`src/rtl/mnist_pixel_buffer.sv`:
```
// Ping-pong 28x28 binary frame store: random-access pixel writes into one bank,
// valid/ready streaming of the other bank once a frame has been committed.
//
// state    | meaning
// ---------+--------------------------------------------------------------
// S_IDLE   | no frame streaming; a commit is accepted immediately
// S_STREAM | read bank streaming pixel 0..NPIX-1; commits dropped unless
//          | they coincide with the final beat transfer
module mnist_pixel_buffer #(
  parameter int NPIX = 784,
  parameter int AW   = 10
) (
  input  logic          clk_i,
  input  logic          rst_i,
  input  logic [AW-1:0] wr_addr_i,
  input  logic          wr_data_i,
  input  logic          wr_en_i,
  output logic          pix_data_o,
  output logic          pix_valid_o,
  input  logic          pix_ready_i,
  output logic          pix_last_o,
  output logic [AW-1:0] pix_idx_o,
  output logic          frame_ready_o,
  output logic          busy_o,
  output logic [7:0]    drop_count_o
);

  localparam logic [AW-1:0] LAST_ADDR = AW'(NPIX - 1);

  typedef enum logic {
    S_IDLE,
    S_STREAM
  } state_e;

  state_e        state_q, state_d;
  logic [AW-1:0] idx_q, idx_d;
  logic          wr_bank_q, wr_bank_d;
  logic [7:0]    drop_q, drop_d;
  logic          frame_ready_q, frame_ready_d;

  logic [NPIX-1:0] mem_q [2];

  logic rd_bank;
  logic wr_ok;
  logic commit;
  logic xfer;
  logic last_xfer;

  // The read bank is always the complement of the write bank, so the two
  // can never coincide.
  assign rd_bank   = ~wr_bank_q;
  assign wr_ok     = wr_en_i && (wr_addr_i <= LAST_ADDR);
  assign commit    = wr_en_i && (wr_addr_i == LAST_ADDR);
  assign xfer      = (state_q == S_STREAM) && pix_ready_i;
  assign last_xfer = xfer && (idx_q == LAST_ADDR);

  always_ff @(posedge clk_i) begin
    if (wr_ok) begin
      mem_q[wr_bank_q][wr_addr_i] <= wr_data_i;
    end
  end

  always_comb begin
    state_d       = state_q;
    idx_d         = idx_q;
    wr_bank_d     = wr_bank_q;
    drop_d        = drop_q;
    frame_ready_d = 1'b0;

    if (xfer) begin
      if (idx_q == LAST_ADDR) begin
        state_d = S_IDLE;
        idx_d   = '0;
      end else begin
        idx_d = idx_q + 1'b1;
      end
    end

    // An accepted commit overrides the end-of-frame return to idle.
    if (commit) begin
      if (state_q == S_IDLE || last_xfer) begin
        state_d       = S_STREAM;
        idx_d         = '0;
        wr_bank_d     = ~wr_bank_q;
        frame_ready_d = 1'b1;
      end else if (drop_q != 8'hFF) begin
        drop_d = drop_q + 8'd1;
      end
    end
  end

  always_ff @(posedge clk_i) begin
    if (rst_i) begin
      state_q       <= S_IDLE;
      idx_q         <= '0;
      wr_bank_q     <= 1'b0;
      drop_q        <= 8'd0;
      frame_ready_q <= 1'b0;
    end else begin
      state_q       <= state_d;
      idx_q         <= idx_d;
      wr_bank_q     <= wr_bank_d;
      drop_q        <= drop_d;
      frame_ready_q <= frame_ready_d;
    end
  end

  assign busy_o        = (state_q == S_STREAM);
  assign pix_valid_o   = busy_o;
  assign pix_idx_o     = idx_q;
  assign pix_last_o    = pix_valid_o && (idx_q == LAST_ADDR);
  assign pix_data_o    = pix_valid_o ? mem_q[rd_bank][idx_q] : 1'b0;
  assign frame_ready_o = frame_ready_q;
  assign drop_count_o  = drop_q;

endmodule

```
`config.mk`:
```
export PLATFORM = sky130hd
export DESIGN_NAME = mnist_pixel_buffer
export DESIGN_NICKNAME = d
export VERILOG_FILES = /design/src/rtl/mnist_pixel_buffer.sv
export SDC_FILE = /design/constraint.sdc
export NUM_CORES = 2
export LEC_CHECK = 0
export ABC_AREA = 1
export CORE_ASPECT_RATIO = 1.2
export CORE_MARGIN = 2
export CORE_UTILIZATION = 60
export CTS_BUF_LIST = sky130_fd_sc_hd__clkbuf_8
export DETAILED_ROUTE_END_ITERATION = 10
export GPL_ROUTABILITY_DRIVEN = 0
export PLACE_DENSITY = 0.76
export SKIP_CTS_REPAIR_TIMING = 1
export SYNTH_ARGS = -nofsm -noshare
export SYNTH_HDL_FRONTEND = slang
export SYNTH_SLANG_ARGS = --single-unit
```
`constraint.sdc`:
```
create_clock -name clk_i -period 6.8 [get_ports clk_i]
set_clock_uncertainty 0.05 [all_clocks]
set_input_delay 1.36 -clock clk_i [delete_from_list [all_inputs] [get_ports clk_i]]
set_output_delay 1.36 -clock clk_i [all_outputs]
set_load 0.02 [all_outputs]
```
==> impl_metrics.env <==
export IMPL_ys_seq_area_share_pct=62.51
export IMPL_yosys_register_bits=1589
export IMPL_synthTopCellsByCount="nor3_1, nand2_1, edfxtp_1"
export IMPL_setup_violations_final=0
export IMPL_syn_area_mm2=0.07599
export IMPL_outcome="finished clean"
export IMPL_synthCells=8005
export IMPL_holdCritPathClass="reg -> reg"
export IMPL_hold_viol=0
export IMPL_vias=58170
export IMPL_yosysMostFrequentCell="nor3_1"
export IMPL_grt_pass1_wl_mm=308.0
export IMPL_relSlewSlack_pct=13.02
export IMPL_ios=38
export IMPL_switching_share_pct=21.67
export IMPL_maxCapViolations=0
export IMPL_ir_drop_v=0.0002227
export IMPL_crit_path_top_delay_cell="clkdlybuf4s50_1"
export IMPL_pwr_density_cell_mw_per_mm2=223.7
export IMPL_first_pass_iters=6
export IMPL_slowest_delay_ns=0.70
export IMPL_crit_chain="buf_12 > buf_4 > nor2_1 > nor2_1 > nand2_1 > nand2_1 > nand2_1 > nand2_1 > nor2_1 > nand2_1 > nand3_1 > nand2_1 > nand2_1 > nand2_1 > inv_1 > nand2_1 > nand3_1 > nand2_1 > nand2_1 > nor2_1 > clkdlybuf4s50_1"
export IMPL_synth_area_per_cell_um2=9.493
export IMPL_synth_largest_area_cell="edfxtp_1"
export IMPL_core_region_area_mm2=0.1261
export IMPL_cts_path_max_buffers=3
export IMPL_dieArea_mm2=0.1295
export IMPL_dpl_hpwl_mm=102.2
export IMPL_clk_latency_ns=0.97
export IMPL_final_layout_size_suffix_gt1_share_pct=6.208
export IMPL_synthArstFlopShare_pct=0
export IMPL_p_int_mw=14.12
export IMPL_clockRootBuffer="clkbuf_8"
export IMPL_cpMostUsedCell="nand2_1"
export IMPL_rsz0062_at_grt="no"
export IMPL_h_tree_depth=4
export IMPL_synth_nets=8022
export IMPL_drt_wirelength_per_cell_um=21.00
export IMPL_seqPwrFrac_pct=59.7
export IMPL_rows=143
export IMPL_drc=0
export IMPL_end_kind="output port"
export IMPL_total_power_mw=18.03
export IMPL_area_growth_pct=6.044
export IMPL_cp_max_fo=73
export IMPL_fin_crit_ns=6.577
export IMPL_slew_viol_final=0
export IMPL_cts_sinks=1589
export IMPL_whs_ns=0.4804
export IMPL_die_y_um=393.9
export IMPL_start_util_pct=60.25
export IMPL_p_sw_mw=3.908
export IMPL_worstSetupPathType="reg -> out"
export IMPL_clk_pin_slew_ns=0.06
export IMPL_final_setup_tns_ns=0
export IMPL_cts_buffers_inserted=236
export IMPL_grt_pass1_vias=55030
export IMPL_period_share_pct=96.72
export IMPL_grt_ovfl_total=0
export IMPL_grt_usage_pct=30.36
export IMPL_dieWidth_um=328.9
export IMPL_fmax_mhz=152.0
export IMPL_routed_wl_mm=198.8
export IMPL_antenna_found_initial=5
export IMPL_synth_cell_types=34
export IMPL_synth_edf_count=1568
export IMPL_combPwrFrac_pct=1.7
export IMPL_cts_tree="done"
export IMPL_ant_nets=0
export IMPL_cp_required_ns=5.39
export IMPL_start_kind="flip-flop"
export IMPL_synth_top_area_share_pct=61.96
export IMPL_port_buffers=37
export IMPL_synth_ff_type="edfxtp_1"
export IMPL_finalNetCount=7640
export IMPL_vias_per_cell=6.145
export IMPL_grt_start_max_net_pins=326
export IMPL_p_leak_nw=27.32
export IMPL_cp_arrival_ns=5.17
export IMPL_tightest_slew_ns=1.302
export IMPL_power_frac_clock_pct=38.7
export IMPL_yosys_warnings=0
export IMPL_drtIter0Drc=8228
export IMPL_synthTopCellsByArea="edfxtp_1, nor3_1, nand2_1"
export IMPL_nFillCells=10010
[area by class of cell]
type,instances,area (µm²),share of cell area (%)
inverters,425,1632,2.025
clock inverters,170,773.2,0.9595
clock buffers,241,3317,4.116
flip-flops and latches,1589,47520,58.96
multi-input cells,5180,23220,28.82
repair buffers,191,2027,2.515
well taps,1667,2086,2.588
diodes,4,10.01,0.01242
[logic make-up (layout without fill, tap and decap cells)]
kind of cell             after synthesis  after routing  share of synthesized area [%]
other                                  0              4                              0
buffers and inverters               1236           1027                          7.055
XOR/XNOR                               5              5                        0.05762
AND/OR/NAND/NOR                     4552           4552                          26.00
flip-flops                          1589           1589                          62.51
AO/OA/AOI/OAI                        621            621                          4.347
adder cells (fa/ha/maj)                2              2                        0.03292
[cell usage in the layout, fill, tap and decap left out, types with 4 or more instances in the layout]
| cell type | n |
|---|---|
| nor3_1 | 1583 |
| edfxtp_1 | 1568 |
| nand2_1 | 1550 |
| nor2_1 | 871 |
| inv_1 | 504 |
| nand3_1 | 489 |
| o21ai_0 | 461 |
| clkbuf_8 | 241 |
| buf_4 | 113 |
| o211ai_1 | 64 |
| a21oi_1 | 59 |
| clkinv_1 | 58 |
| buf_12 | 39 |
| clkdlybuf4s50_1 | 36 |
| nand2_2 | 31 |
| o21ai_1 | 22 |
| dfxtp_1 | 17 |
| clkinv_2 | 14 |
| or2_2 | 13 |
| o22ai_1 | 8 |
| xor2_1 | 5 |
| diode_2 | 4 |
| nand4_1 | 4 |
| clkinvlp_4 | 4 |
[power by group through the flow]
stage          Combinational (mW)  Sequential, mW  Clock [mW]
3_5_place_dp                0.291            11.0           0
3_3_place_gp                0.285            11.0           0
4_1_cts                     0.291            10.8        7.01
5_1_grt                     0.318            10.8        7.43
6_report                    0.300            10.8        6.97
2_1_floorplan              0.0914            11.0           0
[stage by stage]
stage                     worst slack (ns)  util [%]  std cells  cell area, µm²
after floorplan                      3.154         -       8005           75990
after global placement               1.210     60.60       9050           76440
after detailed placement             1.224     60.60       9050           76440
after CTS                           0.1360     63.84       9461           80530
after global routing              0.004655     63.88       9465           80580
final                               0.2231     63.89       9467           80590
[critical path, delay by kind of cell, from the launching register on]
family	cells	cell delay (ns)
buffers and inverters	4	1.55
DFF	1	0.64
and+or+nand+nor	17	1.91
[metal layers]
metal | wire [µm] | vias to the layer above | GRT usage (%)
met4 | 9186 | 4 | 14.29
met5 | 26 | - | 0
li1 | - | 26730 | -
met3 | 21080 | 535 | 5.737
met2 | 93450 | 3090 | 47.48
met1 | 75050 | 27820 | 41.19
[state kept, by name (all words and copies together), names as in the netlist]
| register | count |
|---|---|
| pix_idx_o | 10 |
| mem_q | 1568 |
| busy_o | 1 |
| frame_ready_o | 1 |
| wr_bank_q | 1 |
| drop_count_o | 8 |
[final timing paths]
kind | startpoint | to | slack, ns | cells past startpoint
hold reg to reg | drop_count_o[4]$_SDFFE_PP0P_ | drop_count_o[4]$_SDFFE_PP0P_ | 0.48 | 2
hold / removal | drop_count_o[4]$_SDFFE_PP0P_ | drop_count_o[4]$_SDFFE_PP0P_ | 0.48 | 2
setup reg to reg | pix_idx_o[2]$_SDFF_PP0_ | drop_count_o[7]$_SDFFE_PP0P_ | 3.57 | 13
setup / recovery | wr_bank_q$_SDFFE_PP0P_ | pix_data_o | 0.22 | 21
No activity file was read; power rests on OpenSTA's default activity.
